### config.mk
export PLATFORM = sky130hd
export DESIGN_NAME = countdown_timer_flat
export DESIGN_NICKNAME = d
export VERILOG_FILES = /design/src/rtl/countdown_timer_pkg.sv /design/src/rtl/countdown_timer_if.sv /design/src/rtl/countdown_timer_chain.sv /design/src/rtl/countdown_timer.sv /design/src/flat_wrapper.sv
export SDC_FILE = /design/constraint.sdc
export NUM_CORES = 1
export LEC_CHECK = 0
export BUFFER_PORTS_ARGS = -buffer_cell sky130_fd_sc_hd__buf_2
export CAP_MARGIN = 20
export CORE_ASPECT_RATIO = 0.8
export CORE_MARGIN = 5
export CORE_UTILIZATION = 35
export DETAILED_ROUTE_END_ITERATION = 12
export SYNTH_ARGS = -nofsm -noshare
export SYNTH_HDL_FRONTEND = slang
export SYNTH_HIERARCHICAL = 1
export SYNTH_SLANG_ARGS = --single-unit
export TNS_END_PERCENT = 20
### constraint.sdc
create_clock -name clock -period 4.9 [get_ports clock]
set_input_delay 0.735 -clock clock [delete_from_list [all_inputs] [get_ports clock]]
set_output_delay 0.735 -clock clock [all_outputs]
set_load 0.01 [all_outputs]
### src/rtl/countdown_timer_pkg.sv
// Shared types and constants for the countdown timer: FSM states, edited field,
// field limits and small arithmetic helpers.
package countdown_pkg;

    typedef enum logic [1:0] {
        ST_SET   = 2'd0,
        ST_RUN   = 2'd1,
        ST_PAUSE = 2'd2,
        ST_ALARM = 2'd3
    } state_e;

    typedef enum logic {
        FLD_MIN = 1'b0,
        FLD_SEC = 1'b1
    } field_e;

    localparam logic [5:0] UNIT_MAX = 6'd59;
    localparam logic [6:0] CS_MAX   = 7'd99;

    function automatic logic [5:0] unit_inc(input logic [5:0] v);
        unit_inc = (v >= UNIT_MAX) ? 6'd0 : v + 6'd1;
    endfunction

    // Centiseconds saturate at 59 so they fit the 6-bit number drivers.
    function automatic logic [5:0] clamp_cs(input logic [6:0] cc);
        clamp_cs = (cc > {1'b0, UNIT_MAX}) ? UNIT_MAX : cc[5:0];
    endfunction

endpackage

### src/rtl/countdown_timer_if.sv
// Button inputs and LED/status outputs of the countdown timer, grouped as one bundle.
interface countdown_timer_if;
    logic       btn_start;
    logic       btn_field;
    logic       btn_inc;
    logic [5:0] led_num0;
    logic [5:0] led_num1;
    logic       led_dot;
    logic       alarm;
    logic       running;

    modport master (
        output btn_start, btn_field, btn_inc,
        input  led_num0, led_num1, led_dot, alarm, running
    );

    modport slave (
        input  btn_start, btn_field, btn_inc,
        output led_num0, led_num1, led_dot, alarm, running
    );
endinterface

### src/rtl/countdown_timer_chain.sv
// MM:SS:CC count registers with preset load and decrement-with-borrow; exposes the
// next count so the top level can register its display in the same edge.
module countdown_chain
    import countdown_pkg::*;
(
    input  logic       clock,
    input  logic       reset,
    input  logic       i_load,
    input  logic [5:0] i_load_mm,
    input  logic [5:0] i_load_ss,
    input  logic       i_dec,
    output logic [5:0] o_mm_nxt,
    output logic [5:0] o_ss_nxt,
    output logic [6:0] o_cc_nxt,
    output logic       o_is_zero,
    output logic       o_is_last
);

    logic [5:0] r_mm;
    logic [5:0] r_ss;
    logic [6:0] r_cc;

    assign o_is_zero = (r_mm == 6'd0) && (r_ss == 6'd0) && (r_cc == 7'd0);
    assign o_is_last = (r_mm == 6'd0) && (r_ss == 6'd0) && (r_cc == 7'd1);

    // Next count: load wins, decrement never underflows past zero.
    always_comb begin
        o_mm_nxt = r_mm;
        o_ss_nxt = r_ss;
        o_cc_nxt = r_cc;
        if (i_load) begin
            o_mm_nxt = i_load_mm;
            o_ss_nxt = i_load_ss;
            o_cc_nxt = 7'd0;
        end else if (i_dec && !o_is_zero) begin
            if (r_cc != 7'd0) begin
                o_cc_nxt = r_cc - 7'd1;
            end else begin
                o_cc_nxt = CS_MAX;
                if (r_ss != 6'd0) begin
                    o_ss_nxt = r_ss - 6'd1;
                end else begin
                    o_ss_nxt = UNIT_MAX;
                    o_mm_nxt = r_mm - 6'd1;
                end
            end
        end else begin
            o_cc_nxt = r_cc;
        end
    end

    // Count registers.
    always_ff @(posedge clock) begin
        if (reset) begin
            r_mm <= 6'd0;
            r_ss <= 6'd0;
            r_cc <= 7'd0;
        end else begin
            r_mm <= o_mm_nxt;
            r_ss <= o_ss_nxt;
            r_cc <= o_cc_nxt;
        end
    end

endmodule

### src/rtl/countdown_timer.sv
// Countdown timer top: FSM, prescaler, preset registers, display mux and alarm.
// Optional alarm blinking is built when COUNTDOWN_ALARM_BLINK_EN is defined.
module countdown_timer
    import countdown_pkg::*;
#(
    parameter int TICK_DIV = 5000,
    parameter int BLINK_CS = 50
) (
    input  logic               clock,
    input  logic               reset,
    countdown_timer_if.slave   bus
);

    localparam int PW = $clog2(TICK_DIV);

    state_e        r_state;
    state_e        w_state_nxt;
    field_e        r_field;
    field_e        w_field_nxt;
    logic [5:0]    r_pre_mm;
    logic [5:0]    r_pre_ss;
    logic [5:0]    w_pre_mm_nxt;
    logic [5:0]    w_pre_ss_nxt;
    logic [PW-1:0] r_presc;
    logic [PW-1:0] w_presc_nxt;
    logic          w_presc_run;
    logic          w_tick;
    logic [5:0]    w_mm_nxt;
    logic [5:0]    w_ss_nxt;
    logic [6:0]    w_cc_nxt;
    logic          w_zero;
    logic          w_last;
    logic          w_alarm_on;
    logic          w_alarm_dot;
    logic [5:0]    w_led0_d;
    logic [5:0]    w_led1_d;
    logic          w_dot_d;
    logic [5:0]    r_led0;
    logic [5:0]    r_led1;
    logic          r_dot;
    logic          r_alarm;
    logic          r_running;

`ifdef COUNTDOWN_ALARM_BLINK_EN
    localparam int BW = (BLINK_CS > 1) ? $clog2(BLINK_CS) : 1;

    logic [BW-1:0] r_blink_cnt;
    logic          r_blink_ph;

    assign w_presc_run = (r_state == ST_RUN) || (r_state == ST_ALARM);
    assign w_alarm_on  = (w_state_nxt == ST_ALARM) && (r_state == ST_ALARM) && r_blink_ph;
    assign w_alarm_dot = w_alarm_on;

    // Blink phase: starts high on ALARM entry, flips every BLINK_CS ticks.
    always_ff @(posedge clock) begin
        if (reset) begin
            r_blink_cnt <= {BW{1'b0}};
            r_blink_ph  <= 1'b0;
        end else if (r_state != ST_ALARM) begin
            r_blink_cnt <= {BW{1'b0}};
            r_blink_ph  <= 1'b1;
        end else if (w_tick) begin
            if (r_blink_cnt == BW'(BLINK_CS - 1)) begin
                r_blink_cnt <= {BW{1'b0}};
                r_blink_ph  <= ~r_blink_ph;
            end else begin
                r_blink_cnt <= r_blink_cnt + {{(BW-1){1'b0}}, 1'b1};
            end
        end else begin
            r_blink_cnt <= r_blink_cnt;
        end
    end
`else
    assign w_presc_run = (r_state == ST_RUN);
    assign w_alarm_on  = (w_state_nxt == ST_ALARM) && (r_state == ST_ALARM);
    assign w_alarm_dot = 1'b0;

    if (BLINK_CS < 1) begin : g_blink_cs_unused
    end
`endif

    assign w_tick = w_presc_run && (r_presc == PW'(TICK_DIV - 1));

    countdown_chain u_chain (
        .clock     (clock),
        .reset     (reset),
        .i_load    (w_state_nxt == ST_SET),
        .i_load_mm (w_pre_mm_nxt),
        .i_load_ss (w_pre_ss_nxt),
        .i_dec     (w_tick && (r_state == ST_RUN)),
        .o_mm_nxt  (w_mm_nxt),
        .o_ss_nxt  (w_ss_nxt),
        .o_cc_nxt  (w_cc_nxt),
        .o_is_zero (w_zero),
        .o_is_last (w_last)
    );

    // Next state, edited field and preset; start > field > inc.
    always_comb begin
        w_state_nxt  = r_state;
        w_field_nxt  = r_field;
        w_pre_mm_nxt = r_pre_mm;
        w_pre_ss_nxt = r_pre_ss;
        case (r_state)
            ST_SET: begin
                if (bus.btn_start) begin
                    if ((r_pre_mm != 6'd0) || (r_pre_ss != 6'd0)) begin
                        w_state_nxt = ST_RUN;
                    end else begin
                        w_state_nxt = ST_SET;
                    end
                end else if (bus.btn_field) begin
                    w_field_nxt = (r_field == FLD_MIN) ? FLD_SEC : FLD_MIN;
                end else if (bus.btn_inc) begin
                    if (r_field == FLD_MIN) begin
                        w_pre_mm_nxt = unit_inc(r_pre_mm);
                    end else begin
                        w_pre_ss_nxt = unit_inc(r_pre_ss);
                    end
                end else begin
                    w_state_nxt = ST_SET;
                end
            end
            ST_RUN: begin
                if ((w_tick && w_last) || w_zero) begin
                    w_state_nxt = ST_ALARM;
                end else if (bus.btn_start) begin
                    w_state_nxt = ST_PAUSE;
                end else begin
                    w_state_nxt = ST_RUN;
                end
            end
            ST_PAUSE: begin
                if (bus.btn_start) begin
                    w_state_nxt = ST_RUN;
                end else if (bus.btn_field) begin
                    w_state_nxt = ST_SET;
                end else begin
                    w_state_nxt = ST_PAUSE;
                end
            end
            ST_ALARM: begin
                if (bus.btn_start || bus.btn_field) begin
                    w_state_nxt = ST_SET;
                end else begin
                    w_state_nxt = ST_ALARM;
                end
            end
            default: begin
                w_state_nxt = ST_SET;
            end
        endcase
    end

    // Prescaler: cleared in SET, held while paused (or frozen in a steady alarm).
    always_comb begin
        w_presc_nxt = r_presc;
        if (w_state_nxt == ST_SET) begin
            w_presc_nxt = {PW{1'b0}};
        end else if (w_presc_run) begin
            w_presc_nxt = w_tick ? {PW{1'b0}} : r_presc + {{(PW-1){1'b0}}, 1'b1};
        end else begin
            w_presc_nxt = r_presc;
        end
    end

    // Display mux computed from next-state values so outputs track in one clock.
    always_comb begin
        w_led0_d = 6'd0;
        w_led1_d = 6'd0;
        w_dot_d  = 1'b0;
        case (w_state_nxt)
            ST_SET: begin
                w_led0_d = w_mm_nxt;
                w_led1_d = w_ss_nxt;
                w_dot_d  = (w_field_nxt == FLD_SEC);
            end
            ST_RUN, ST_PAUSE: begin
                if (w_mm_nxt != 6'd0) begin
                    w_led0_d = w_mm_nxt;
                    w_led1_d = w_ss_nxt;
                end else begin
                    w_led0_d = w_ss_nxt;
                    w_led1_d = clamp_cs(w_cc_nxt);
                end
                w_dot_d = (w_mm_nxt != 6'd0);
            end
            ST_ALARM: begin
                w_dot_d = w_alarm_dot;
            end
            default: begin
                w_dot_d = 1'b0;
            end
        endcase
    end

    // Control registers.
    always_ff @(posedge clock) begin
        if (reset) begin
            r_state  <= ST_SET;
            r_field  <= FLD_MIN;
            r_pre_mm <= 6'd0;
            r_pre_ss <= 6'd0;
            r_presc  <= {PW{1'b0}};
        end else begin
            r_state  <= w_state_nxt;
            r_field  <= w_field_nxt;
            r_pre_mm <= w_pre_mm_nxt;
            r_pre_ss <= w_pre_ss_nxt;
            r_presc  <= w_presc_nxt;
        end
    end

    // Output registers.
    always_ff @(posedge clock) begin
        if (reset) begin
            r_led0    <= 6'd0;
            r_led1    <= 6'd0;
            r_dot     <= 1'b0;
            r_alarm   <= 1'b0;
            r_running <= 1'b0;
        end else begin
            r_led0    <= w_led0_d;
            r_led1    <= w_led1_d;
            r_dot     <= w_dot_d;
            r_alarm   <= w_alarm_on;
            r_running <= (w_state_nxt == ST_RUN);
        end
    end

    assign bus.led_num0 = r_led0;
    assign bus.led_num1 = r_led1;
    assign bus.led_dot  = r_dot;
    assign bus.alarm    = r_alarm;
    assign bus.running  = r_running;

endmodule

### src/flat_wrapper.sv
// flat-port wrapper written by rule: the top's interface ports become plain ports
module countdown_timer_flat import countdown_pkg::*;
#(
    parameter int TICK_DIV = 5000,
    parameter int BLINK_CS = 50
)
  (clock, reset, bus_btn_start, bus_btn_field, bus_btn_inc, bus_led_num0, bus_led_num1, bus_led_dot, bus_alarm, bus_running);
  countdown_timer_if bus_i ();
  input  logic clock;
  input  logic reset;
  input wire logic [$bits(bus_i.btn_start)-1:0] bus_btn_start;
  input wire logic [$bits(bus_i.btn_field)-1:0] bus_btn_field;
  input wire logic [$bits(bus_i.btn_inc)-1:0] bus_btn_inc;
  output wire logic [$bits(bus_i.led_num0)-1:0] bus_led_num0;
  output wire logic [$bits(bus_i.led_num1)-1:0] bus_led_num1;
  output wire logic [$bits(bus_i.led_dot)-1:0] bus_led_dot;
  output wire logic [$bits(bus_i.alarm)-1:0] bus_alarm;
  output wire logic [$bits(bus_i.running)-1:0] bus_running;
  assign bus_i.btn_start = bus_btn_start;
  assign bus_i.btn_field = bus_btn_field;
  assign bus_i.btn_inc = bus_btn_inc;
  assign bus_led_num0 = bus_i.led_num0;
  assign bus_led_num1 = bus_i.led_num1;
  assign bus_led_dot = bus_i.led_dot;
  assign bus_alarm = bus_i.alarm;
  assign bus_running = bus_i.running;
  countdown_timer #(.TICK_DIV(TICK_DIV), .BLINK_CS(BLINK_CS)) u_core (.clock(clock), .reset(reset), .bus(bus_i));
endmodule
Yosys cells after proc, flatten, opt, wreduce, memory -nomap -nowiden
Cells that the tools add are included.
{"block": "totals", "ff_bits": 62, "inputBits": 5, "output_inout_bits": 15, "word_cells": 98}
{"block": "op_classes", "addsub": 6, "order_cmp": 3, "n_eq_ne": 8, "mux": 44, "n_reduce_logical": 24}
{"operator": "2-to-1 mux 6 bit", "n": 23}
{"operator": "case mux 6 bit (2 select lines)", "n": 2}
{"operator": "nonzero test 6 bit", "n": 4}
{"operator": "2-to-1 mux 7 bit", "n": 3}
{"operator": "2-to-1 mux 2 bit", "n": 8}
{"operator": "adder 13 x 1 -> 13 bit, second input constant", "n": 1}
{"operator": "== test 13 bit, second input constant", "n": 1}
{"operator": "2-to-1 mux 13 bit", "n": 1}
{"operator": "adder 6 x 1 -> 6 bit, second input constant", "n": 2}
{"operator": "greater-or-equal comparator 6 bit, second input constant", "n": 2}
{"operator": "logical NOT 6 bit", "n": 2}
{"operator": "subtractor 6 x 1 -> 6 bit, second input constant", "n": 2}
{"operator": "== test 2 bit, second input constant", "n": 4}
{"operator": "logical AND 1 bit", "n": 8}
{"operator": "case mux 2 bit (4 select lines)", "n": 1}
{"operator": "== test 7 x 1 -> 1 bit, second input constant", "n": 1}
{"operator": "> comparator 7 x 6 -> 1 bit, second input constant", "n": 1}
{"operator": "logical NOT 7 bit", "n": 1}
{"operator": "nonzero test 7 bit", "n": 1}
{"operator": "subtractor 7 x 1 -> 7 bit, second input constant", "n": 1}
{"operator": "2-to-1 mux 1 bit", "n": 5}
{"operator": "== test 2 x 1 -> 1 bit, second input constant", "n": 2}
{"operator": "logical NOT 2 bit", "n": 2}
{"operator": "OR reduction 2 bit", "n": 2}
{"operator": "other kinds (3)", "n": 5}

Longest topological paths before layout
Gate-level depths: netlist (run 1).
{"block": "depth", "word_depth": 13, "mapped_depth": 22, "depth_no_buf": 18}

Modules after synthesis
The synthesis (run 1) kept the hierarchy.
{"module": "countdown_timer", "n_inst": 1, "cells_per_inst": 256, "area_each_um2": 2214.6, "seq_area_each_um2": 860.8}
{"module": "countdown_chain", "n_inst": 1, "cells_per_inst": 187, "area_each_um2": 1510.2, "seq_area_each_um2": 380.4}

Worst setup path after synthesis (run 1)
Ideal clock, no wire load.
{"block": "synth_timing", "kind": "register to register", "start": "register u_core.u_chain.r_mm[0]", "end": "register u_core.r_led1[2], in the netlist u_core/bus.led_num1[2]", "setup_ns": 0.114, "t_arrival_ns": 4.325, "t_required_ns": 4.786, "path_slack_ns": 0.461, "stages_incl_launch_ff": 22, "path_buffers": 5, "synth_period_minus_slack_ns": 4.439, "cell_sequence": "dfxtp_1 inv_1 ha_1 or3b_2 buf_2 or4_4 buf_6 buf_6 nor2_1 nor2_1 nand2_1 a21o_1 a32oi_1 ha_1 inv_1 clkbuf_1 clkbuf_1 a31oi_1 nor4_1 a21boi_0 o21a_1 a21o_1"}
{"block": "synth_between", "elab_cells_between_ends": 28, "classes_between": "add/sub: 1; order compare: 1; eq/ne: 2; mux: 13; reduce/logical: 11"}
{"element": "start: declaration", "line_no": "countdown_timer_chain.sv:19", "rtl": "logic [5:0] r_mm;"}
{"element": "start signal: assignment", "line_no": "countdown_timer_chain.sv:59", "rtl": "r_mm <= o_mm_nxt;"}
{"element": "logical NOT 6 bit *", "line_no": "countdown_timer_chain.sv:23", "rtl": "assign o_is_zero = (r_mm == 6'd0) && (r_ss == 6'd0) && (r_cc == 7'd0);"}
{"element": "logical AND 1 bit * (2 in series)", "line_no": "countdown_timer_chain.sv:23"}
{"element": "via u_core.w_zero", "line_no": "countdown_timer.sv:31", "rtl": "logic w_zero;"}
{"element": "logical OR 1 bit", "line_no": "countdown_timer.sv:125", "rtl": "if ((w_tick && w_last) || w_zero) begin"}
{"element": "2-to-1 mux 2 bit", "line_no": "countdown_timer.sv:125"}
{"element": "case mux 2 bit (4 select lines)", "line_no": "countdown_timer.sv:104", "rtl": "case (r_state)"}
{"element": "logical NOT 2 bit", "line_no": "countdown_timer.sv:87", "rtl": ".i_load (w_state_nxt == ST_SET),"}
{"element": "2-to-1 mux 6 bit *", "line_no": "countdown_timer_chain.sv:31", "rtl": "if (i_load) begin"}
{"element": "via u_core.w_mm_nxt[0]", "line_no": "countdown_timer.sv:28", "rtl": "logic [5:0] w_mm_nxt;"}
{"element": "nonzero test 6 bit *", "line_no": "countdown_timer.sv:179", "rtl": "if (w_mm_nxt != 6'd0) begin"}
{"element": "2-to-1 mux 6 bit *", "line_no": "countdown_timer.sv:179"}
{"element": "case mux 6 bit (2 select lines) *", "line_no": "countdown_timer.sv:172", "rtl": "case (w_state_nxt)"}
{"element": "end signal: assignment", "line_no": "countdown_timer.sv:224", "rtl": "r_led1 <= w_led1_d;"}
{"element": "end: declaration", "line_no": "countdown_timer.sv:39", "rtl": "logic [5:0] r_led1;"}
The timed path passes the listed nets; every way through them passes the cells marked *.
A chain may end at the register's enable or synchronous reset.

Worst setup path in the final report (run 1)
{"block": "layout_timing", "start": "register u_core.u_chain.r_ss[0]", "end": "register u_core.r_led1[2], in the netlist u_core/bus.led_num1[2]"}
{"block": "layout_between", "elab_cells_between_ends": 31, "classes_between": "add/sub: 1; order compare: 1; eq/ne: 2; mux: 15; reduce/logical: 12"}
{"element": "start: declaration", "line_no": "countdown_timer_chain.sv:20", "rtl": "logic [5:0] r_ss;"}
{"element": "start signal: assignment", "line_no": "countdown_timer_chain.sv:60", "rtl": "r_ss <= o_ss_nxt;"}
{"element": "logical NOT 6 bit *", "line_no": "countdown_timer_chain.sv:23"}
{"element": "logical AND 1 bit * (2 in series)", "line_no": "countdown_timer_chain.sv:23"}
{"element": "via u_core.w_zero", "line_no": "countdown_timer.sv:31"}
{"element": "logical OR 1 bit", "line_no": "countdown_timer.sv:125"}
{"element": "2-to-1 mux 2 bit", "line_no": "countdown_timer.sv:125"}
{"element": "case mux 2 bit (4 select lines)", "line_no": "countdown_timer.sv:104"}
{"element": "logical NOT 2 bit", "line_no": "countdown_timer.sv:87"}
{"element": "2-to-1 mux 6 bit *", "line_no": "countdown_timer_chain.sv:31"}
{"element": "via u_core.w_mm_nxt[4]", "line_no": "countdown_timer.sv:28"}
{"element": "nonzero test 6 bit *", "line_no": "countdown_timer.sv:179"}
{"element": "2-to-1 mux 6 bit *", "line_no": "countdown_timer.sv:179"}
{"element": "case mux 6 bit (2 select lines) *", "line_no": "countdown_timer.sv:172"}
Marks and branches as above.

==> report_table.html, run 1 <==
<table>
<tr><th>Metric</th><th>Value</th></tr>
<tr><th colspan="2">Timing</th></tr>
<tr><td>Fin crit period</td><td>~4400 ps</td></tr>
<tr><td>Setup repair after global routing missed its margin</td><td>no</td></tr>
<tr><td>Endpoints failing hold</td><td>0</td></tr>
<tr><td>Worst setup skew after layout</td><td>5.92 ps</td></tr>
<tr><td>Worst-case headroom to the max-slew limit</td><td>0.579</td></tr>
<tr><td>Setup TNS</td><td>0 ps</td></tr>
<tr><td>Worst path setup slack after routing</td><td>506 ps</td></tr>
<tr><td>Ratio of final minimum period to clock period</td><td>0.897</td></tr>
<tr><td>Maximum clock rate</td><td>between 200 and 250 MHz</td></tr>
<tr><td>Slew @ Worst Pin</td><td>~630 ps</td></tr>
<tr><td>Count of endpoints failing setup in the final report</td><td>0</td></tr>
<tr><td>Final max-slew violation count</td><td>0</td></tr>
<tr><th colspan="2">Cells and area</th></tr>
<tr><td>Area Overhead vs Synth</td><td>14.4%</td></tr>
<tr><td>Count of inserted antenna diode cells</td><td>0</td></tr>
<tr><td>Total non-filler cell area in the finished layout</td><td>4260 um2</td></tr>
<tr><td>Fill cell total of the finished layout</td><td>1,061</td></tr>
<tr><td>Ratio of cells with drive above 1 in the final layout</td><td>0.143</td></tr>
<tr><td>Footprint of the flip-flops and latches</td><td>around 1200 um2</td></tr>
<tr><td>Most used cells in the layout excluding fill and tap cells</td><td>62 x dfxtp_1, 44 x nor2_1, 30 x nand2_1</td></tr>
<tr><td>Filler-free cell count of the finished design</td><td>603</td></tr>
<tr><td>Layout net count</td><td>~480</td></tr>
<tr><td>Area of the multi-input gates</td><td>between 2000 and 2500 um2</td></tr>
<tr><td>Most common library cell in the layout ignoring fill and taps</td><td>dfxtp_1</td></tr>
<tr><th colspan="2">Logic synthesis</th></tr>
<tr><td>Number of warnings reported in the yosys synthesis log</td><td>6</td></tr>
<tr><td>XOR/XNOR share of the synthesized area</td><td>0.0259</td></tr>
<tr><td>Area fraction in compound gates after synthesis</td><td>0.229</td></tr>
<tr><td>Area share of the largest cell type after synthesis</td><td>0.333</td></tr>
<tr><td>Arithmetic-cell share of the synthesized area counting full adders, half adders and majority gates</td><td>0.0470</td></tr>
<tr><td>Area contributors post-synth</td><td>dfxtp_1 33%, ha_1 4.7%, nor2_1 4.4%</td></tr>
<tr><td>Main combinational cell family by area after synthesis</td><td>simple AND/OR/NAND/NOR gates</td></tr>
<tr><td>Multiplexer fraction of the synthesized cell area</td><td>0.0165</td></tr>
<tr><td>Post-synthesis async set-or-reset flop share</td><td>0</td></tr>
<tr><td>Library cell occupying the most area in the post-synthesis netlist</td><td>dfxtp_1</td></tr>
<tr><td>Number of nets produced by synthesis</td><td>around 460</td></tr>
<tr><td>Post-synthesis sequential area ratio</td><td>0.333</td></tr>
<tr><td>Mean post-synth cell area</td><td>8.41 um2</td></tr>
<tr><td>Netlist Area Pre-Place</td><td>approximately 3700 um2</td></tr>
<tr><td>Prevailing post-synth register cell</td><td>dfxtp_1</td></tr>
<tr><td>Synthesized instance count</td><td>approximately 440</td></tr>
<tr><td>Simple-gate share of the synthesized area</td><td>0.291</td></tr>
<tr><td>Number of enable-type register cells in the synthesized netlist</td><td>0</td></tr>
<tr><td>Yosys reg bits</td><td>62</td></tr>
<tr><td>Synth cell types</td><td>74</td></tr>
<tr><th colspan="2">Worst setup path</th></tr>
<tr><td>Data arrival time of the critical path</td><td>roughly 4700 ps</td></tr>
<tr><td>Setup slack of the most critical reg-to-reg path</td><td>510 ps</td></tr>
<tr><td>Critical path launch point</td><td>u_core/u_chain/r_ss[0]$_SDFF_PP0_</td></tr>
<tr><td>Classification of the worst setup path</td><td>reg -&gt; reg</td></tr>
<tr><td>Startpoint kind of the worst setup timing path</td><td>flip-flop</td></tr>
<tr><td>Endpoint of the worst-slack reg-to-reg timing path</td><td>u_core/bus.led_num1[2]$_SDFF_PP0_</td></tr>
<tr><td>Worst-path maximum fanout</td><td>22</td></tr>
<tr><td>Capturing element of the worst setup path</td><td>u_core/bus.led_num1[2]$_SDFF_PP0_</td></tr>
<tr><td>CP Capture Type</td><td>flip-flop</td></tr>
<tr><td>Number of cells on the worst reg-to-reg path</td><td>18</td></tr>
<tr><td>Origin of the critical flop-to-flop path</td><td>u_core/u_chain/r_ss[0]$_SDFF_PP0_</td></tr>
<tr><td>Required time of the critical path</td><td>between 5000 and 6000 ps</td></tr>
<tr><th colspan="2">CTS</th></tr>
<tr><td>TritonCTS clock tree</td><td>built</td></tr>
<tr><td>Clock sink count</td><td>between 60 and 70</td></tr>
<tr><td>Max Buffers Root-to-Sink</td><td>2</td></tr>
<tr><td>Worst-path clk slew</td><td>50 ps</td></tr>
<tr><td># H-tree levels</td><td>3</td></tr>
<tr><td>CTS Hold Bufs</td><td>0</td></tr>
<tr><td>Clock latency reported for the late side of the worst-skew pair</td><td>330 ps</td></tr>
<tr><td>Root cell of the clock tree</td><td>clkbuf_16</td></tr>
<tr><td>Number of gates given a new drive strength after cts</td><td>0</td></tr>
<tr><td>Post-CTS Setup Repair Bufs</td><td>0</td></tr>
<tr><td>Num CTS Buffers</td><td>9</td></tr>
<tr><th colspan="2">Die</th></tr>
<tr><td>Placeable Area</td><td>around 10,000 um2</td></tr>
<tr><td>Vertical die dimension</td><td>roughly 100 um</td></tr>
<tr><td>Die Wd</td><td>125 um</td></tr>
<tr><td>Initial cell density of the core</td><td>0.361</td></tr>
<tr><td>Total Die Area</td><td>~13,000 um2</td></tr>
<tr><td>Number of placed I/O pins</td><td>20</td></tr>
<tr><td>Placement row count</td><td>33</td></tr>
<tr><th colspan="2">GRT</th></tr>
<tr><td>Vias in the first global route</td><td>~3,200</td></tr>
<tr><td>Overall routing resource usage</td><td>0.152</td></tr>
<tr><td>First-pass GRT wire length</td><td>approximately 16 mm</td></tr>
<tr><td>Maximum number of pins on one net before global-route repair</td><td>32</td></tr>
<tr><td>Global-route congestion overflow total</td><td>0</td></tr>
<tr><td>Initial antenna violation count</td><td>0</td></tr>
<tr><th colspan="2">Power and ir drop</th></tr>
<tr><td>Areal power density over the cells</td><td>~460 nW/um2</td></tr>
<tr><td>Highest ir drop seen on vdd</td><td>0.170 mV</td></tr>
<tr><td>P_leak</td><td>0.00163 uW</td></tr>
<tr><th colspan="2">Flow run</th></tr>
<tr><td>Max-cap violation count</td><td>0</td></tr>
<tr><th colspan="2">Drt</th></tr>
<tr><td>Wire per inst</td><td>15.9 um</td></tr>
<tr><td>Remaining antenna violation count after routing</td><td>0</td></tr>
<tr><td>Remaining routing DRC violations</td><td>0</td></tr>
<tr><td>DRT Pass-1 Iters</td><td>5</td></tr>
<tr><td>First DRT Iteration DRCs</td><td>around 360</td></tr>
<tr><td>DR vias</td><td>3,445</td></tr>
<tr><td>Routed Wire Length</td><td>around 9.6 mm</td></tr>
<tr><td>Average via count per standard cell</td><td>around 5.7</td></tr>
<tr><th colspan="2">Placement</th></tr>
<tr><td>Number of cells after detailed placement</td><td>587</td></tr>
<tr><td>Worst slack, placed</td><td>594 ps</td></tr>
<tr><td>Gp weighted congestion</td><td>0.887</td></tr>
<tr><td>Area post-placement</td><td>roughly 3900 um2</td></tr>
<tr><td>I/O Buffers</td><td>19</td></tr>
<tr><td>Half-perimeter wire length of the detailed placement result</td><td>about 7 mm</td></tr>
<tr><th colspan="2">Hold path</th></tr>
<tr><td>Type of the tightest min-delay check</td><td>reg -&gt; reg</td></tr>
<tr><th colspan="2">Run status</th></tr>
<tr><td>Outcome</td><td>finished, final reports clean</td></tr>
</table>
[report_power, final]
group / switching [uW] / internal [uW] / total, uW
combinational: 435 / 236 / 671
clock: 222 / 486 / 707
sequential: 41.7 / 560 / 602
total: 698 / 1280 / 1980
[cells by family (layout without fill, tap and decap cells)]
kind of cell               Yosys count  count (layout)
DFF                                 62              62
muxes                                6               6
adders and majority gates           14              14
xor gates and xnor gates            11              11
AOI/OAI and AO/OA                  118             118
buffers and inverters               49              69
and+or+nand+nor                    183             183
[routing by layer]
layer  vias to the layer above  GRT usage  wire (um)
met4                         0     0.0508        164
met2                        89      0.245       4380
li1                       1698          -          -
met1                      1641      0.204       4510
met5                         -          0          0
met3                        17     0.0361        499
[how the worst min path moves through the flow]
stage / start / end / cells after the start
after floorplan: u_core/r_presc[12]$_SDFFE_PP0P_ / u_core/r_presc[12]$_SDFFE_PP0P_ / 2
after global placement: u_core/r_presc[12]$_SDFFE_PP0P_ / u_core/r_presc[12]$_SDFFE_PP0P_ / 2
after detailed placement: u_core/r_presc[0]$_SDFFE_PP0P_ / u_core/r_presc[0]$_SDFFE_PP0P_ / 2
after CTS: u_core/r_pre_ss[1]$_SDFF_PP0_ / u_core/r_pre_ss[1]$_SDFF_PP0_ / 2
after global routing: u_core/r_presc[0]$_SDFFE_PP0P_ / u_core/r_presc[0]$_SDFFE_PP0P_ / 2
final: u_core/r_presc[12]$_SDFFE_PP0P_ / u_core/r_presc[12]$_SDFFE_PP0P_ / 2
[area by class of cell]
type                    instances  area share
clock inverters                 3      0.0153
flip-flops and latches         62       0.291
repair buffers                 24      0.0311
inverters                      29      0.0255
well taps                     140      0.0411
clock buffers                  13      0.0634
multi-input cells             332       0.532
[state kept, by name (all words and copies together), names as in the netlist]
signal	count
u_core/bus.alarm	1
u_core/bus.led_dot	1
u_core/bus.led_num0	6
u_core/bus.led_num1	6
u_core/bus.running	1
u_core/r_field	1
u_core/r_pre_mm	6
u_core/r_pre_ss	6
u_core/r_presc	13
u_core/r_state	2
u_core/u_chain/r_cc	7
u_core/u_chain/r_mm	6
u_core/u_chain/r_ss	6
[synth_stat cells (6+ instances only)]
cell type / number
dfxtp_1: 62
clkbuf_1: 12
nand3_1: 17
nor3_1: 12
nand2_1: 30
or3_1: 8
nand4_1: 7
a31oi_1: 13
o21ai_0: 16
inv_1: 29
ha_1: 14
a211oi_1: 11
a21oi_1: 22
o2bb2ai_1: 6
nor2_1: 44
nor4_1: 9
xnor2_1: 8
[worst max-delay path, stage by stage (launching register included)]
cell and delay (ps):
dfxtp_1 330, inv_1 80, ha_1 220, or4b_4 510
or4_4 670, nor2_1 190, nor2_1 60, o2bb2ai_1 150
a31oi_1 120, ha_1 280, inv_1 80, buf_4 250
nand2_1 90, nor4_1 260, nor3_1 160, nor2_1 180
nand4_1 260, nor3_1 320, a21o_1 110
[stage by stage]
stage / hold WS, ps / total power, uW / utilization
global placement: 481 / 1260 / 0.380
finish: 515 / 1980 / 0.413
global route: 539 / 2090 / 0.413
detailed placement: 507 / 1270 / 0.380
CTS: 517 / 1980 / 0.413
floorplan: 452 / 1120 / -
Power figures use the tool's default switching activity.
==> run 2, diff against run 1 <==
--- a/config.mk
+++ b/config.mk
@@ -9,7 +9,7 @@
 export CAP_MARGIN = 20
 export CORE_ASPECT_RATIO = 0.8
 export CORE_MARGIN = 5
-export CORE_UTILIZATION = 35
+export CORE_UTILIZATION = 25
 export DETAILED_ROUTE_END_ITERATION = 12
 export SYNTH_ARGS = -nofsm -noshare
 export SYNTH_HDL_FRONTEND = slang
==> run 2 against run 1 <==
  * Combinational power fell by 2%
  * Register-to-register slack better by 40 ps
  * Non-clock buffer count shrank 1
  * Global-route usage down 4.1 points
  * Sequential power rose by 0.7%
  * Routed wire length decreased by 0.89%
  * Sequential share of layout area is 0.10 points lower
  * Clock power fell by 8.6%
  * First-iteration DRC count shrank 51%
  * Critical path depth shrank 1
  * Cell count up 7.1%
  * Clock-buffer cell count unchanged
  * Critical path type unchanged
  * Critical endpoint unchanged
==> report_table.html, run 2 (same netlist as run 1, synthesis figures left out) <==
<table>
<tr><th>Metric</th><th>Value</th></tr>
<tr><th colspan="2">Worst setup path</th></tr>
<tr><td>CP Capture Type</td><td>flip-flop</td></tr>
<tr><td>Worst-path maximum fanout</td><td>18</td></tr>
<tr><td>Required time of the critical path</td><td>between 5000 and 6000 ps</td></tr>
<tr><td>Largest incremental delay on the critical path</td><td>670 ps</td></tr>
<tr><td>Setup slack of the most critical reg-to-reg path</td><td>550 ps</td></tr>
<tr><td>Cell Chain, Critical Path</td><td>inv_1 &gt; ha_1 &gt; or4b_4 &gt; or4_4 &gt; nor2_1 &gt; nor2_1 &gt; o2bb2ai_1 &gt; a31oi_1 &gt; ha_1 &gt; inv_1 &gt; nand2_1 &gt; nor4b_1 &gt; nor3_1 &gt; nor4_1 &gt; a21boi_0 &gt; o21a_1 &gt; a21o_1</td></tr>
<tr><td>Startpoint kind of the worst setup timing path</td><td>flip-flop</td></tr>
<tr><td>Classification of the worst setup path</td><td>reg -&gt; reg</td></tr>
<tr><td>Slowest-stage cell, CP</td><td>or4_4</td></tr>
<tr><td>Data arrival time of the critical path</td><td>4570 ps</td></tr>
<tr><th colspan="2">Timing</th></tr>
<tr><td>Ratio of final minimum period to clock period</td><td>0.888</td></tr>
<tr><td>Worst setup skew after layout</td><td>~9.1 ps</td></tr>
<tr><td>Final max-slew violation count</td><td>0</td></tr>
<tr><td>Setup TNS</td><td>0 ps</td></tr>
<tr><td>Maximum clock rate</td><td>about 230 MHz</td></tr>
<tr><td>Fin crit period</td><td>around 4400 ps</td></tr>
<tr><td>Endpoints failing hold</td><td>0</td></tr>
<tr><td>Setup repair after global routing missed its margin</td><td>no</td></tr>
<tr><td>Worst-case headroom to the max-slew limit</td><td>0.595</td></tr>
<tr><td>Slew @ Worst Pin</td><td>between 600 and 700 ps</td></tr>
<tr><td>Count of endpoints failing setup in the final report</td><td>0</td></tr>
<tr><th colspan="2">Power and ir drop</th></tr>
<tr><td>Switching Fraction</td><td>0.363</td></tr>
<tr><td>Areal power density over the cells</td><td>about 450 nW/um2</td></tr>
<tr><td>Portion of total power attributed to combinational logic</td><td>0.344</td></tr>
<tr><td>Share of power burned in registers</td><td>0.318</td></tr>
<tr><td>Highest ir drop seen on vdd</td><td>between 0.15 and 0.2 mV</td></tr>
<tr><td>Net Sw Power</td><td>~690 uW</td></tr>
<tr><td>Clock power frac</td><td>0.338</td></tr>
<tr><td>Internal power of the cells</td><td>between 1000 and 1500 uW</td></tr>
<tr><td>P_leak</td><td>~0.0016 uW</td></tr>
<tr><th colspan="2">CTS</th></tr>
<tr><td>Clock latency reported for the late side of the worst-skew pair</td><td>~330 ps</td></tr>
<tr><td>Number of gates given a new drive strength after cts</td><td>0</td></tr>
<tr><td>TritonCTS clock tree</td><td>built</td></tr>
<tr><td># H-tree levels</td><td>3</td></tr>
<tr><td>Root cell of the clock tree</td><td>clkbuf_16</td></tr>
<tr><td>Num CTS Buffers</td><td>9</td></tr>
<tr><td>CTS Hold Bufs</td><td>0</td></tr>
<tr><td>Max Buffers Root-to-Sink</td><td>2</td></tr>
<tr><td>Clock sink count</td><td>between 60 and 70</td></tr>
<tr><td>Post-CTS Setup Repair Bufs</td><td>0</td></tr>
<tr><td>Worst-path clk slew</td><td>50 ps</td></tr>
<tr><th colspan="2">Die</th></tr>
<tr><td>Placement row count</td><td>39</td></tr>
<tr><td>Vertical die dimension</td><td>about 120 um</td></tr>
<tr><td>Placeable Area</td><td>roughly 14,000 um2</td></tr>
<tr><td>Total Die Area</td><td>between 15,000 and 20,000 um2</td></tr>
<tr><td>Die Wd</td><td>146 um</td></tr>
<tr><td>Number of placed I/O pins</td><td>20</td></tr>
<tr><td>Initial cell density of the core</td><td>0.258</td></tr>
<tr><th colspan="2">Cells and area</th></tr>
<tr><td>Number of flip-flops under the largest register name</td><td>13</td></tr>
<tr><td>Most common library cell in the layout ignoring fill and taps</td><td>dfxtp_1</td></tr>
<tr><td>Largest Register</td><td>u_core/r_presc</td></tr>
<tr><td>Final cell utilization of the core</td><td>0.296</td></tr>
<tr><td>Count of inserted antenna diode cells</td><td>0</td></tr>
<tr><td>Largest regs</td><td>u_core/r_presc x13, u_core/u_chain/r_cc x7</td></tr>
<tr><td>Area Overhead vs Synth</td><td>14.8%</td></tr>
<tr><td>Most used cells in the layout excluding fill and tap cells</td><td>62 x dfxtp_1, 44 x nor2_1, 30 x nand2_1</td></tr>
<tr><td>Layout net count</td><td>~480</td></tr>
<tr><td>Ratio of cells with drive above 1 in the final layout</td><td>0.139</td></tr>
<tr><td>Filler-free cell count of the finished design</td><td>646</td></tr>
<tr><th colspan="2">Drt</th></tr>
<tr><td>Wire per inst</td><td>between 10 and 15 um</td></tr>
<tr><td>Remaining routing DRC violations</td><td>0</td></tr>
<tr><td>Routed wire length on met2</td><td>4.59 mm</td></tr>
<tr><td>Wire length on met3</td><td>between 300 and 400 um</td></tr>
<tr><td>DRT Pass-1 Iters</td><td>6</td></tr>
<tr><td>Highest metal used</td><td>met4</td></tr>
<tr><td>Wl on met1</td><td>about 4.4 mm</td></tr>
<tr><td>Routed Wire Length</td><td>~9.5 mm</td></tr>
<tr><td>First DRT Iteration DRCs</td><td>173</td></tr>
<tr><td>DR vias</td><td>3,394</td></tr>
<tr><td>Remaining antenna violation count after routing</td><td>0</td></tr>
<tr><td>Average via count per standard cell</td><td>around 5.3</td></tr>
<tr><th colspan="2">Placement</th></tr>
<tr><td>Number of cells after detailed placement</td><td>between 600 and 700</td></tr>
<tr><td>Half-perimeter wire length of the detailed placement result</td><td>roughly 7.1 mm</td></tr>
<tr><td>I/O Buffers</td><td>19</td></tr>
<tr><td>Gp weighted congestion</td><td>0.876</td></tr>
<tr><th colspan="2">Run status</th></tr>
<tr><td>Outcome</td><td>finished, final reports clean</td></tr>
<tr><th colspan="2">GRT</th></tr>
<tr><td>Maximum number of pins on one net before global-route repair</td><td>32</td></tr>
<tr><td>First-pass GRT wire length</td><td>~16 mm</td></tr>
<tr><td>Initial antenna violation count</td><td>0</td></tr>
<tr><td>Overall routing resource usage</td><td>0.111</td></tr>
<tr><td>Global-route congestion overflow total</td><td>0</td></tr>
<tr><td>Vias in the first global route</td><td>approximately 3,200</td></tr>
<tr><th colspan="2">Flow run</th></tr>
<tr><td>Max-cap violation count</td><td>0</td></tr>
<tr><th colspan="2">Hold path</th></tr>
<tr><td>Type of the tightest min-delay check</td><td>reg -&gt; reg</td></tr>
</table>
## run 2: power groups by stage
stage | clock network [uW] | registers [uW] | logic, uW
floorplan | 0 | 611 | 506
global placement | 0 | 613 | 644
detailed placement | 0 | 617 | 648
CTS | 664 | 606 | 651
global route | 681 | 613 | 729
finish | 646 | 606 | 656
## run 2: final cells by class
type	instances	area (um2)
timing repair buffer	23	125
clock inverter	3	42.5
clock buffer	13	260
sequential	62	1240
fill	1534	10200
inverter	29	109
multi-input combinational	332	2270
tap	184	230
## run 2: worst paths after layout
path | startpoint | endpoint | cells past startpoint
hold reg to reg | u_core/r_presc[12]$_SDFFE_PP0P_ | u_core/r_presc[12]$_SDFFE_PP0P_ | 2
setup reg to reg | u_core/u_chain/r_ss[0]$_SDFF_PP0_ | u_core/bus.led_num1[2]$_SDFF_PP0_ | 17
hold / removal | u_core/r_presc[12]$_SDFFE_PP0P_ | u_core/r_presc[12]$_SDFFE_PP0P_ | 2
setup / recovery | u_core/u_chain/r_ss[0]$_SDFF_PP0_ | u_core/bus.led_num1[2]$_SDFF_PP0_ | 17
## run 2: layer usage
| metal | track usage | vias to the layer above |
|---|---|---|
| li1 | - | 1697 |
| met1 | 0.144 | 1620 |
| met2 | 0.186 | 70 |
| met3 | 0.0251 | 7 |
| met4 | 0.0335 | 0 |
| met5 | 0 | - |
## run 2: stage by stage
stage / hold WS, ps / cell area, um2 / total power (uW) / setup WS [ps]
final: 500 / 4280 / 1910 / 549
after global routing: 538 / 4280 / 2020 / 146
after CTS: 508 / 4280 / 1920 / 584
after detailed placement: 500 / 3970 / 1260 / 626
after global placement: 480 / 3970 / 1260 / 747
after floorplan: 452 / 3720 / 1120 / 461
## run 2: worst max-delay path, delay by kind of cell, from the launching register on
kind | cells | cell delay (ps)
AO/OA/AOI/OAI | 5 | 920
AND/OR/NAND/NOR | 8 | 2320
flip-flops | 1 | 340
buffers and inverters | 2 | 160
adder cells (fa/ha/maj) | 2 | 500
==> run 3, diff against run 2 <==
--- a/config.mk
+++ b/config.mk
@@ -11,6 +11,7 @@
 export CORE_MARGIN = 5
 export CORE_UTILIZATION = 25
 export DETAILED_ROUTE_END_ITERATION = 12
+export PLACE_DENSITY = 0.38
 export SYNTH_ARGS = -nofsm -noshare
 export SYNTH_HDL_FRONTEND = slang
 export SYNTH_HIERARCHICAL = 1
==> constraint.sdc (replaced) <==
create_clock -name clock -period 5.35 [get_ports clock]
set_input_delay 0.8025 -clock clock [delete_from_list [all_inputs] [get_ports clock]]
set_output_delay 0.8025 -clock clock [all_outputs]
set_load 0.01 [all_outputs]
==> run 3 against run 2 <==
  * Routed wire length up 9.9%
  * Clock skew down 3.7 ps
  * Maximum frequency down 5.6%
  * Sequential cell count unchanged
  * Critical path depth unchanged
  * Non-clock buffer count unchanged
  * Combinational power down 5.6%
  * Hold slack better by 2.9 ps
  * Die area unchanged
  * Core utilization up 0.12 points
  * Critical path type unchanged
  * Largest cell class unchanged
==> report_table.html, run 3 (same netlist as run 1, synthesis figures left out) <==
<table>
<tr><th>Metric</th><th>Value</th></tr>
<tr><th colspan="2">Run status</th></tr>
<tr><td>Outcome</td><td>finished, final reports clean</td></tr>
<tr><th colspan="2">Die</th></tr>
<tr><td>Vertical die dimension</td><td>~120 um</td></tr>
<tr><td>Total Die Area</td><td>between 15,000 and 20,000 um2</td></tr>
<tr><td>Initial cell density of the core</td><td>0.258</td></tr>
<tr><td>Placement row count</td><td>39</td></tr>
<tr><td>Placeable Area</td><td>between 10,000 and 15,000 um2</td></tr>
<tr><td>Die Wd</td><td>~150 um</td></tr>
<tr><td>Number of placed I/O pins</td><td>20</td></tr>
<tr><th colspan="2">Power and ir drop</th></tr>
<tr><td>Highest ir drop seen on vdd</td><td>roughly 0.16 mV</td></tr>
<tr><td>Areal power density over the cells</td><td>~420 nW/um2</td></tr>
<tr><td>P_leak</td><td>0.00162 uW</td></tr>
<tr><th colspan="2">Cells and area</th></tr>
<tr><td>Layout net count</td><td>between 400 and 500</td></tr>
<tr><td>Ratio of cells with drive above 1 in the final layout</td><td>0.143</td></tr>
<tr><td>Largest regs</td><td>u_core/r_presc x13, u_core/u_chain/r_cc x7</td></tr>
<tr><td>Area Overhead vs Synth</td><td>15.3%</td></tr>
<tr><td>Total non-filler cell area in the finished layout</td><td>between 4000 and 5000 um2</td></tr>
<tr><td>Count of inserted antenna diode cells</td><td>0</td></tr>
<tr><td>Most used cells in the layout excluding fill and tap cells</td><td>62 x dfxtp_1, 44 x nor2_1, 30 x nand2_1</td></tr>
<tr><td>Final cell utilization of the core</td><td>0.297</td></tr>
<tr><td>Footprint of the flip-flops and latches</td><td>about 1200 um2</td></tr>
<tr><td>Area of the multi-input gates</td><td>~2300 um2</td></tr>
<tr><td>Most common library cell in the layout ignoring fill and taps</td><td>dfxtp_1</td></tr>
<tr><td>Fill cell total of the finished layout</td><td>between 1,500 and 2,000</td></tr>
<tr><td>Largest Register</td><td>u_core/r_presc</td></tr>
<tr><td>Number of flip-flops under the largest register name</td><td>13</td></tr>
<tr><th colspan="2">Timing</th></tr>
<tr><td>Post-route worst hold slack</td><td>approximately 500 ps</td></tr>
<tr><td>Fin crit period</td><td>approximately 4600 ps</td></tr>
<tr><td>Final max-slew violation count</td><td>0</td></tr>
<tr><td>Slew @ Worst Pin</td><td>655 ps</td></tr>
<tr><td>Ratio of final minimum period to clock period</td><td>0.862</td></tr>
<tr><td>Worst setup skew after layout</td><td>~5.4 ps</td></tr>
<tr><td>Endpoints failing hold</td><td>0</td></tr>
<tr><td>Count of endpoints failing setup in the final report</td><td>0</td></tr>
<tr><td>Maximum clock rate</td><td>around 220 MHz</td></tr>
<tr><td>Worst-case headroom to the max-slew limit</td><td>0.564</td></tr>
<tr><td>Setup repair after global routing missed its margin</td><td>no</td></tr>
<tr><td>Setup TNS</td><td>0 ps</td></tr>
<tr><th colspan="2">Placement</th></tr>
<tr><td>I/O Buffers</td><td>19</td></tr>
<tr><td>Gp weighted congestion</td><td>about 0.82</td></tr>
<tr><td>Area post-placement</td><td>between 3000 and 4000 um2</td></tr>
<tr><td>Half-perimeter wire length of the detailed placement result</td><td>between 7 and 8 mm</td></tr>
<tr><th colspan="2">CTS</th></tr>
<tr><td># H-tree levels</td><td>3</td></tr>
<tr><td>CTS Hold Bufs</td><td>0</td></tr>
<tr><td>Max Buffers Root-to-Sink</td><td>2</td></tr>
<tr><td>Num CTS Buffers</td><td>9</td></tr>
<tr><td>TritonCTS clock tree</td><td>built</td></tr>
<tr><td>Worst-path clk slew</td><td>about 60 ps</td></tr>
<tr><td>Clock latency reported for the late side of the worst-skew pair</td><td>roughly 330 ps</td></tr>
<tr><td>Post-CTS Setup Repair Bufs</td><td>0</td></tr>
<tr><td>Root cell of the clock tree</td><td>clkbuf_16</td></tr>
<tr><td>Clock sink count</td><td>62</td></tr>
<tr><td>Number of gates given a new drive strength after cts</td><td>0</td></tr>
<tr><th colspan="2">GRT</th></tr>
<tr><td>Global-route congestion overflow total</td><td>0</td></tr>
<tr><td>Initial antenna violation count</td><td>0</td></tr>
<tr><td>First-pass GRT wire length</td><td>about 17 mm</td></tr>
<tr><td>Maximum number of pins on one net before global-route repair</td><td>32</td></tr>
<tr><td>Overall routing resource usage</td><td>0.123</td></tr>
<tr><td>Vias in the first global route</td><td>between 3,000 and 4,000</td></tr>
<tr><th colspan="2">Worst setup path</th></tr>
<tr><td>Data arrival time of the critical path</td><td>between 4000 and 5000 ps</td></tr>
<tr><td>Slowest-stage cell, CP</td><td>or4_4</td></tr>
<tr><td>Classification of the worst setup path</td><td>reg -&gt; reg</td></tr>
<tr><td>CP Capture Type</td><td>flip-flop</td></tr>
<tr><td>Startpoint kind of the worst setup timing path</td><td>flip-flop</td></tr>
<tr><td>Number of buffers and inverters on the critical path</td><td>2</td></tr>
<tr><td>Required time of the critical path</td><td>around 5600 ps</td></tr>
<tr><td>Setup slack of the most critical reg-to-reg path</td><td>between 700 and 800 ps</td></tr>
<tr><td>Worst-path maximum fanout</td><td>18</td></tr>
<tr><td>Largest delay share family, worst path</td><td>simple AND/OR/NAND/NOR gates</td></tr>
<tr><td>Largest incremental delay on the critical path</td><td>roughly 670 ps</td></tr>
<tr><td>Cell Chain, Critical Path</td><td>inv_1 &gt; ha_1 &gt; or4b_4 &gt; or4_4 &gt; nor2_1 &gt; nor2_1 &gt; o2bb2ai_1 &gt; a31oi_1 &gt; ha_1 &gt; inv_1 &gt; nand2_1 &gt; nor4b_1 &gt; nor3_1 &gt; nor4_1 &gt; a21boi_0 &gt; o21a_1 &gt; o2bb2ai_1</td></tr>
<tr><th colspan="2">Hold path</th></tr>
<tr><td>Type of the tightest min-delay check</td><td>reg -&gt; reg</td></tr>
<tr><th colspan="2">Drt</th></tr>
<tr><td>Remaining routing DRC violations</td><td>0</td></tr>
<tr><td>DR vias</td><td>approximately 3,400</td></tr>
<tr><td>DRT Pass-1 Iters</td><td>4</td></tr>
<tr><td>Average via count per standard cell</td><td>around 5.2</td></tr>
<tr><td>First DRT Iteration DRCs</td><td>between 200 and 250</td></tr>
<tr><td>Routed Wire Length</td><td>10.4 mm</td></tr>
<tr><td>Remaining antenna violation count after routing</td><td>0</td></tr>
<tr><td>Wire per inst</td><td>about 16 um</td></tr>
<tr><th colspan="2">Flow run</th></tr>
<tr><td>Max-cap violation count</td><td>0</td></tr>
</table>
## run 3: area by class of cell
type	instances	area share
Timing Repair Buffer	23	0.0291
Clock buffer	13	0.0653
Inverter	29	0.0253
Tap cell	184	0.0536
Sequential cell	62	0.289
Clock inverter	3	0.00932
Multi-Input combinational cell	332	0.528
## run 3: per-stage QoR
stage	total power, uW	cells	setup slack (ps)
finish	1800	646	739
global route	1920	646	303
CTS	1820	646	777
detailed placement	1180	630	805
global placement	1180	630	927
floorplan	1020	443	911
## run 3: final timing paths
kind	from	end	depth (start not counted)
worst max register to register	u_core/u_chain/r_ss[0]$_SDFF_PP0_	u_core/bus.led_num1[3]$_SDFF_PP0_	17
worst max-delay path	u_core/u_chain/r_ss[0]$_SDFF_PP0_	u_core/bus.led_num1[3]$_SDFF_PP0_	17
worst min-delay path	u_core/r_presc[12]$_SDFFE_PP0P_	u_core/r_presc[12]$_SDFFE_PP0P_	2
worst min register to register	u_core/r_presc[12]$_SDFFE_PP0P_	u_core/r_presc[12]$_SDFFE_PP0P_	2
## run 3: layer usage
| layer | GRT usage | part of all wire | up-vias |
|---|---|---|---|
| met3 | 0.0326 | 0.040 | 10 |
| met1 | 0.172 | 0.51 | 1606 |
| met2 | 0.186 | 0.44 | 67 |
| met5 | 0 | 0 | - |
| met4 | 0.0347 | 0.010 | 0 |
| li1 | - | - | 1693 |
## run 3: power by group
group / leakage [uW] / switching, uW / internal (uW)
sequential: 0.000503 / 39.9 / 513
combinational: 0.000958 / 404 / 216
clock: 0.000162 / 216 / 410
total: 0.00162 / 659 / 1140
## run 3: worst register-to-register path: stages (launching register included)
cell	delay, ps
dfxtp_1	330
inv_1	90
ha_1	190
or4b_4	510
or4_4	670
nor2_1	200
nor2_1	60
o2bb2ai_1	140
a31oi_1	120
ha_1	300
inv_1	220
nand2_1	90
nor4b_1	360
nor3_1	120
nor4_1	350
a21boi_0	240
o21a_1	290
o2bb2ai_1	180
